[src/rtl/uart_pkg.sv]
// Shared types and helpers for the UART transmit path: FSM states,
// data-bit encoding and the oversample baud divisor.
package uart_pkg;

    localparam int OVERSAMPLE = 16;

    typedef enum logic [1:0] {
        ST_IDLE  = 2'd0,
        ST_START = 2'd1,
        ST_DATA  = 2'd2,
        ST_STOP  = 2'd3
    } tx_state_e;

    localparam logic [1:0] DBITS_5 = 2'b00;
    localparam logic [1:0] DBITS_6 = 2'b01;
    localparam logic [1:0] DBITS_7 = 2'b10;
    localparam logic [1:0] DBITS_8 = 2'b11;

    function automatic logic [3:0] data_bits_count(input logic [1:0] code);
        case (code)
            DBITS_5: return 4'd5;
            DBITS_6: return 4'd6;
            DBITS_7: return 4'd7;
            default: return 4'd8;
        endcase
    endfunction

    // Clocks per oversample tick, truncated toward zero.
    function automatic int div(input int clk_hz, input int baud);
        return clk_hz / (baud * OVERSAMPLE);
    endfunction

endpackage

[src/rtl/uart_sync_fifo.sv]
// Synchronous FIFO with first-word-fall-through read data; full/empty come
// from pointers carrying one extra wrap bit.
module uart_sync_fifo
    import uart_pkg::*;
#(
    parameter int DW = 8,
    parameter int AW = 4
) (
    input  logic          i_clk,
    input  logic          i_rst,
    input  logic          wr,
    input  logic [DW-1:0] wdata,
    input  logic          rd,
    output logic [DW-1:0] rdata,
    output logic          full,
    output logic          empty,
    output logic [AW:0]   level
);

    logic [DW-1:0] mem [2**AW];
    logic [AW:0]   wptr;
    logic [AW:0]   rptr;
    logic          wr_en;
    logic          rd_en;

    // A write while full is dropped even when a pop frees a slot this cycle.
    assign wr_en = wr && !full;
    assign rd_en = rd && !empty;

    always_ff @(posedge i_clk or posedge i_rst) begin
        if (i_rst) begin
            wptr <= '0;
            rptr <= '0;
        end else begin
            if (wr_en) wptr <= wptr + 1'b1;
            if (rd_en) rptr <= rptr + 1'b1;
        end
    end

    always_ff @(posedge i_clk) begin
        if (wr_en) mem[wptr[AW-1:0]] <= wdata;
    end

    assign rdata = mem[rptr[AW-1:0]];
    assign empty = (wptr == rptr);
    assign full  = (wptr[AW] != rptr[AW]) && (wptr[AW-1:0] == rptr[AW-1:0]);
    assign level = wptr - rptr;

endmodule

[src/rtl/uart_tx_path.sv]
// UART transmitter: byte FIFO feeding a start/data/stop serialiser timed by
// a 16x oversample tick divider. Frame format is latched per popped byte.
module uart_tx_path
    import uart_pkg::*;
#(
    parameter int CLK_HZ  = 100_000_000,
    parameter int BAUD    = 19200,
    parameter int FIFO_AW = 4
) (
    input  logic             i_clk,
    input  logic             i_rst,
    input  logic             i_wr,
    input  logic [7:0]       i_wdata,
    input  logic [1:0]       i_data_bits,
    input  logic             i_stop2,
    output logic             o_tx,
    output logic             o_tx_full,
    output logic             o_tx_empty,
    output logic [FIFO_AW:0] o_level,
    output logic             o_busy
);

    localparam int DIV   = div(CLK_HZ, BAUD);
    localparam int DIV_W = (DIV < 2) ? 1 : $clog2(DIV);
    localparam logic [DIV_W-1:0] DIV_LAST = DIV_W'(DIV - 1);
    localparam logic [4:0] TICKS_BIT_LAST   = 5'(OVERSAMPLE - 1);
    localparam logic [4:0] TICKS_STOP2_LAST = 5'(2 * OVERSAMPLE - 1);

    generate
        if (DIV < 2) begin : g_bad_div
            $error("uart_tx_path: CLK_HZ/(BAUD*16) must be at least 2");
        end
    endgenerate

    tx_state_e        state;
    logic [DIV_W-1:0] div_cnt;
    logic             tick;
    logic [4:0]       tick_cnt;
    logic [4:0]       phase_last;
    logic             phase_end;
    logic [2:0]       bit_idx;
    logic [2:0]       last_idx;
    logic             stop2_q;
    logic [7:0]       shift;
    logic             fifo_rd;
    logic [7:0]       fifo_rdata;

    uart_sync_fifo #(
        .DW (8),
        .AW (FIFO_AW)
    ) u_fifo (
        .i_clk (i_clk),
        .i_rst (i_rst),
        .wr    (i_wr),
        .wdata (i_wdata),
        .rd    (fifo_rd),
        .rdata (fifo_rdata),
        .full  (o_tx_full),
        .empty (o_tx_empty),
        .level (o_level)
    );

    assign fifo_rd    = (state == ST_IDLE) && !o_tx_empty;
    assign tick       = (div_cnt == DIV_LAST);
    assign phase_last = (state == ST_STOP && stop2_q) ? TICKS_STOP2_LAST : TICKS_BIT_LAST;
    assign phase_end  = tick && (tick_cnt == phase_last);
    assign o_busy     = (state != ST_IDLE);

    // Divider and tick count restart on the pop so the start bit is full length.
    always_ff @(posedge i_clk or posedge i_rst) begin
        if (i_rst) begin
            div_cnt  <= '0;
            tick_cnt <= '0;
        end else begin
            if (fifo_rd || tick) div_cnt <= '0;
            else                 div_cnt <= div_cnt + DIV_W'(1);

            if (fifo_rd)        tick_cnt <= '0;
            else if (phase_end) tick_cnt <= '0;
            else if (tick)      tick_cnt <= tick_cnt + 5'd1;
        end
    end

    always_ff @(posedge i_clk or posedge i_rst) begin
        if (i_rst) begin
            state    <= ST_IDLE;
            bit_idx  <= '0;
            last_idx <= '0;
            stop2_q  <= 1'b0;
        end else begin
            case (state)
                ST_IDLE: begin
                    if (fifo_rd) begin
                        state    <= ST_START;
                        last_idx <= 3'(data_bits_count(i_data_bits) - 4'd1);
                        stop2_q  <= i_stop2;
                    end
                end
                ST_START: begin
                    if (phase_end) begin
                        state   <= ST_DATA;
                        bit_idx <= '0;
                    end
                end
                ST_DATA: begin
                    if (phase_end) begin
                        if (bit_idx == last_idx) state <= ST_STOP;
                        else                     bit_idx <= bit_idx + 3'd1;
                    end
                end
                ST_STOP: begin
                    if (phase_end) state <= ST_IDLE;
                end
                default: state <= ST_IDLE;
            endcase
        end
    end

    always_ff @(posedge i_clk) begin
        if (fifo_rd)                            shift <= fifo_rdata;
        else if (state == ST_DATA && phase_end) shift <= shift >> 1;
    end

    // Line register lags the state by one clock.
    always_ff @(posedge i_clk or posedge i_rst) begin
        if (i_rst) begin
            o_tx <= 1'b1;
        end else begin
            case (state)
                ST_START: o_tx <= 1'b0;
                ST_DATA:  o_tx <= shift[0];
                default:  o_tx <= 1'b1;
            endcase
        end
    end

endmodule

[config.mk]
export PLATFORM = sky130hd
export DESIGN_NAME = uart_tx_path
export DESIGN_NICKNAME = d
export VERILOG_FILES = /design/src/rtl/uart_pkg.sv /design/src/rtl/uart_sync_fifo.sv /design/src/rtl/uart_tx_path.sv
export SDC_FILE = /design/constraint.sdc
export NUM_CORES = 1
export LEC_CHECK = 0
export CAP_MARGIN = 30
export CORE_MARGIN = 1.5
export CORE_UTILIZATION = 45
export DETAILED_ROUTE_END_ITERATION = 16
export MAX_ROUTING_LAYER = met4
export PLACE_DENSITY = 0.66
export SLEW_MARGIN = 30
export SYNTH_ARGS = -nofsm -noshare
export SYNTH_HDL_FRONTEND = slang
export SYNTH_SLANG_ARGS = --single-unit
[constraint.sdc]
create_clock -name i_clk -period 7.75 [get_ports i_clk]
set_input_delay 1.55 -clock i_clk [delete_from_list [all_inputs] [get_ports i_clk]]
set_output_delay 1.55 -clock i_clk [all_outputs]
set_load 0.005 [all_outputs]
==> reports/metrics.cfg <==
[run]
drv_cap = 0

[power]
pwr-share-seq = 0.491
powerDensity_nw_per_um2 = 271.6
swShare = 0.2616
peakVddDrop_mv = 0.1746
p_clk_frac = 0.377
combPwrFrac = 0.132
power.internal_mw = 1.675
net-switching-power_mw = 0.5934
p_leak_nw = 2.949
p_total_mw = 2.269

[route]
drc_errors = 0
vias_per_cell = 5.514
wl_per_cell_um = 19.43
drt_iter0_markers = 277
wl_mm = 13.76
num_vias = 3904
final_antenna_net_count = 0
dr.pass1.iters = 4

[yosys]
synth_edf_count = 136
synthesis.area_um2 = 7252
ys.flop_type = edfxtp_1
synth_warnings = 0
syn_nets = 480
async_flop_share = 0.2000
synthCells = 444
syn-mean-instance-area_um2 = 16.33
ys_ff_latch = 170
yosysSeqAreaShare = 0.6806
ys_types = 47

[final_layout]
finalNetCount = 515
areaGrowthSynthToFinish_pct = 15.18
drive_above_1_share = 0.1809
diodes = 0
final_util = 0.5277

[global_route]
grtUsageTotal = 0.1792
grt_pass1_wl_mm = 21.22
grt_max_degree = 37
antenna_found_initial = 0
grt_pass1_vias = 3847
grt_overflow = 0

[floorplanning]
dieHeight_um = 129.9
io_pins = 23
design.core.area_um2 = 15830
die-width_um = 129.9
rows = 46
start_util = 0.4582
die-area_um2 = 16890

[timing]
rsz0062_at_grt = false
worst_pin_slew_ns = 0.7873
relSlewSlack = 0.4696
period_needed_ns = 4.419
hold_violations = 0
slew_violations = 0
period_share = 0.5703
timing.fmax_mhz = 226.3
tns_ns = 0
finalSetupViolCount = 0
clock_skew_ns = 0.008458

[hold_path]
min_to = o_tx$_DFF_PP1_
hold_depth = 2
hold_class = reg2reg
hp-start = shift[0]$_DFFE_PP_

[cts]
cts_resized = 0
cts_tree = done
numCtsBuffers = 17
worstSkewPairLatency_ns = 0.43
cts_root_buf = clkbuf_16
post_cts_buffers = 0
h-tree-depth = 4
holdBufCountCts = 0
cts_buffer_depth = 2
cts_sinks = 170
clkTransAtPathRegs_ns = 0.07

[setup_path]
start_kind = register
required_ns = 6.20
crit_chain = buf_4 -> ha_1 -> fa_1 -> inv_1 -> a21o_1 -> a21oi_1 -> xnor2_1 -> clkdlybuf4s50_1
cp_slowest_stage_delay_ns = 0.55
worst-r2r-cell-count = 6
cp_max_fo = 36
crit_family = buffers and inverters
arrival_ns = 2.87
r2r-end = u_fifo.mem[8][3]$_DFFE_PP_
cp_slowest_cell = buf_4
crit_buf_inv = 3
crit_type = reg2out
r2r_slack_ns = 4.61
end_kind = output port
timing.rr.start = u_fifo.rptr[0]$_DFFE_PP0P_

[placed_design]
routabilityCongestion = 0.8148
hpwl_mm = 8.736
port_buffers = 22

[run_status]
outcome = complete, no violations

area by class of cell:
type                    count  area [um^2]
clock buffers              17        425.4
clock inverters            15        176.4
fillers                  1274         7475
inverters                  28        105.1
multi-input cells         231         2151
flip-flops and latches    170         4937
well taps                 216        270.3
repair buffers             31        287.8
worst max path at each step:
stage / from / to / slack, ns / cells past startpoint
6_report: u_fifo.rptr[0]$_DFFE_PP0P_ / o_level[4] / 3.33 / 8
5_1_grt: u_fifo.rptr[0]$_DFFE_PP0P_ / o_level[4] / 3.12 / 8
2_1_floorplan: u_fifo.rptr[1]$_DFFE_PP0P_ / o_level[3] / 4.40 / 7
3_3_place_gp: u_fifo.rptr[0]$_DFFE_PP0P_ / o_level[4] / 3.75 / 8
4_1_cts: u_fifo.rptr[0]$_DFFE_PP0P_ / o_level[4] / 3.26 / 8
3_5_place_dp: u_fifo.rptr[0]$_DFFE_PP0P_ / o_level[4] / 3.72 / 8
state kept, by name, summed over array words and instances (netlist names):
signal and count:
last_idx 3, u_fifo.mem 128, u_fifo.wptr 5, bit_idx 3
stop2_q 1, o_tx 1, state 2, shift 8
div_cnt 9, u_fifo.rptr 5, tick_cnt 5
synthesized netlist by cell type, types with 2 or more instances:
cell type	count	area, um^2
a21oi_1	13	65.06
dfrtp_1	33	825.8
xor2_1	8	70.07
edfxtp_1	136	4084
nand2_1	21	78.83
ha_1	21	262.8
xnor2_1	18	157.7
buf_1	3	11.26
and3_1	9	56.30
nor2_1	25	93.84
o221ai_1	3	26.28
o22ai_1	14	87.58
nor4_1	4	25.02
o21ai_0	6	30.03
nand4_1	10	62.56
a21o_1	2	15.01
inv_1	28	105.1
o21a_1	2	15.01
and2_1	4	25.02
mux2_2	7	78.83
clkbuf_1	6	22.52
nand3_1	8	40.04
mux4_2	32	720.7
mux2i_1	3	30.03
buf_2	6	30.03
placed cells by master, fill, tap and decap left out, types with 10 or more instances in the layout:
cell and n:
a21oi_1 13, clkbuf_16 17, clkdlybuf4s50_1 22, dfrtp_1 32, edfxtp_1 136, ha_1 21, inv_1 28, mux4_2 32
nand2_1 21, nand4_1 10, nor2_1 24, o22ai_1 14, xnor2_1 18
power groups by stage:
| stage | sequential (mW) | combinational, mW | clock (mW) |
|---|---|---|---|
| floorplan | 1.11 | 0.187 | 0 |
| global placement | 1.13 | 0.293 | 0 |
| detailed placement | 1.13 | 0.299 | 0 |
| CTS | 1.11 | 0.301 | 0.870 |
| global route | 1.12 | 0.334 | 0.910 |
| finish | 1.11 | 0.300 | 0.856 |
metrics by stage:
stage | instances | cell area, um^2 | hold WS [ns] | setup WS, ns
6_report | 708 | 8353 | 0.4892 | 3.331
5_1_grt | 708 | 8353 | 0.5235 | 3.115
4_1_cts | 706 | 8334 | 0.4981 | 3.257
3_5_place_dp | 674 | 7732 | 0.4931 | 3.723
3_3_place_gp | 674 | 7732 | 0.4883 | 3.751
2_1_floorplan | 444 | 7252 | 0.4669 | 4.399
routing by layer:
layer | vias to the layer above | global-route usage | share of wire
met5 | - | - | 0
met4 | 0 | 0.05817 | 0.014
met3 | 18 | 0.04674 | 0.047
met2 | 98 | 0.2786 | 0.50
met1 | 1998 | 0.2317 | 0.44
li1 | 1790 | - | -
kinds of logic after synthesis:
kind of cell | Yosys count | synth area share
DFF | 170 | 0.6806
AOI/OAI and AO/OA | 50 | 0.04520
and+or+nand+nor | 90 | 0.06453
adders and majority gates | 22 | 0.03899
xor gates and xnor gates | 26 | 0.03140
muxes | 43 | 0.1159
buffers and inverters | 43 | 0.02329
worst register-to-register path: cells and delay by family (launching register included):
kind | cells | cell delay (ns)
compound gates | 1 | 0.32
fa+ha+maj | 1 | 0.39
buf+inv | 1 | 0.55
flops | 1 | 0.34
simple gates | 3 | 1.18
No activity file was read; power rests on OpenSTA's default activity.
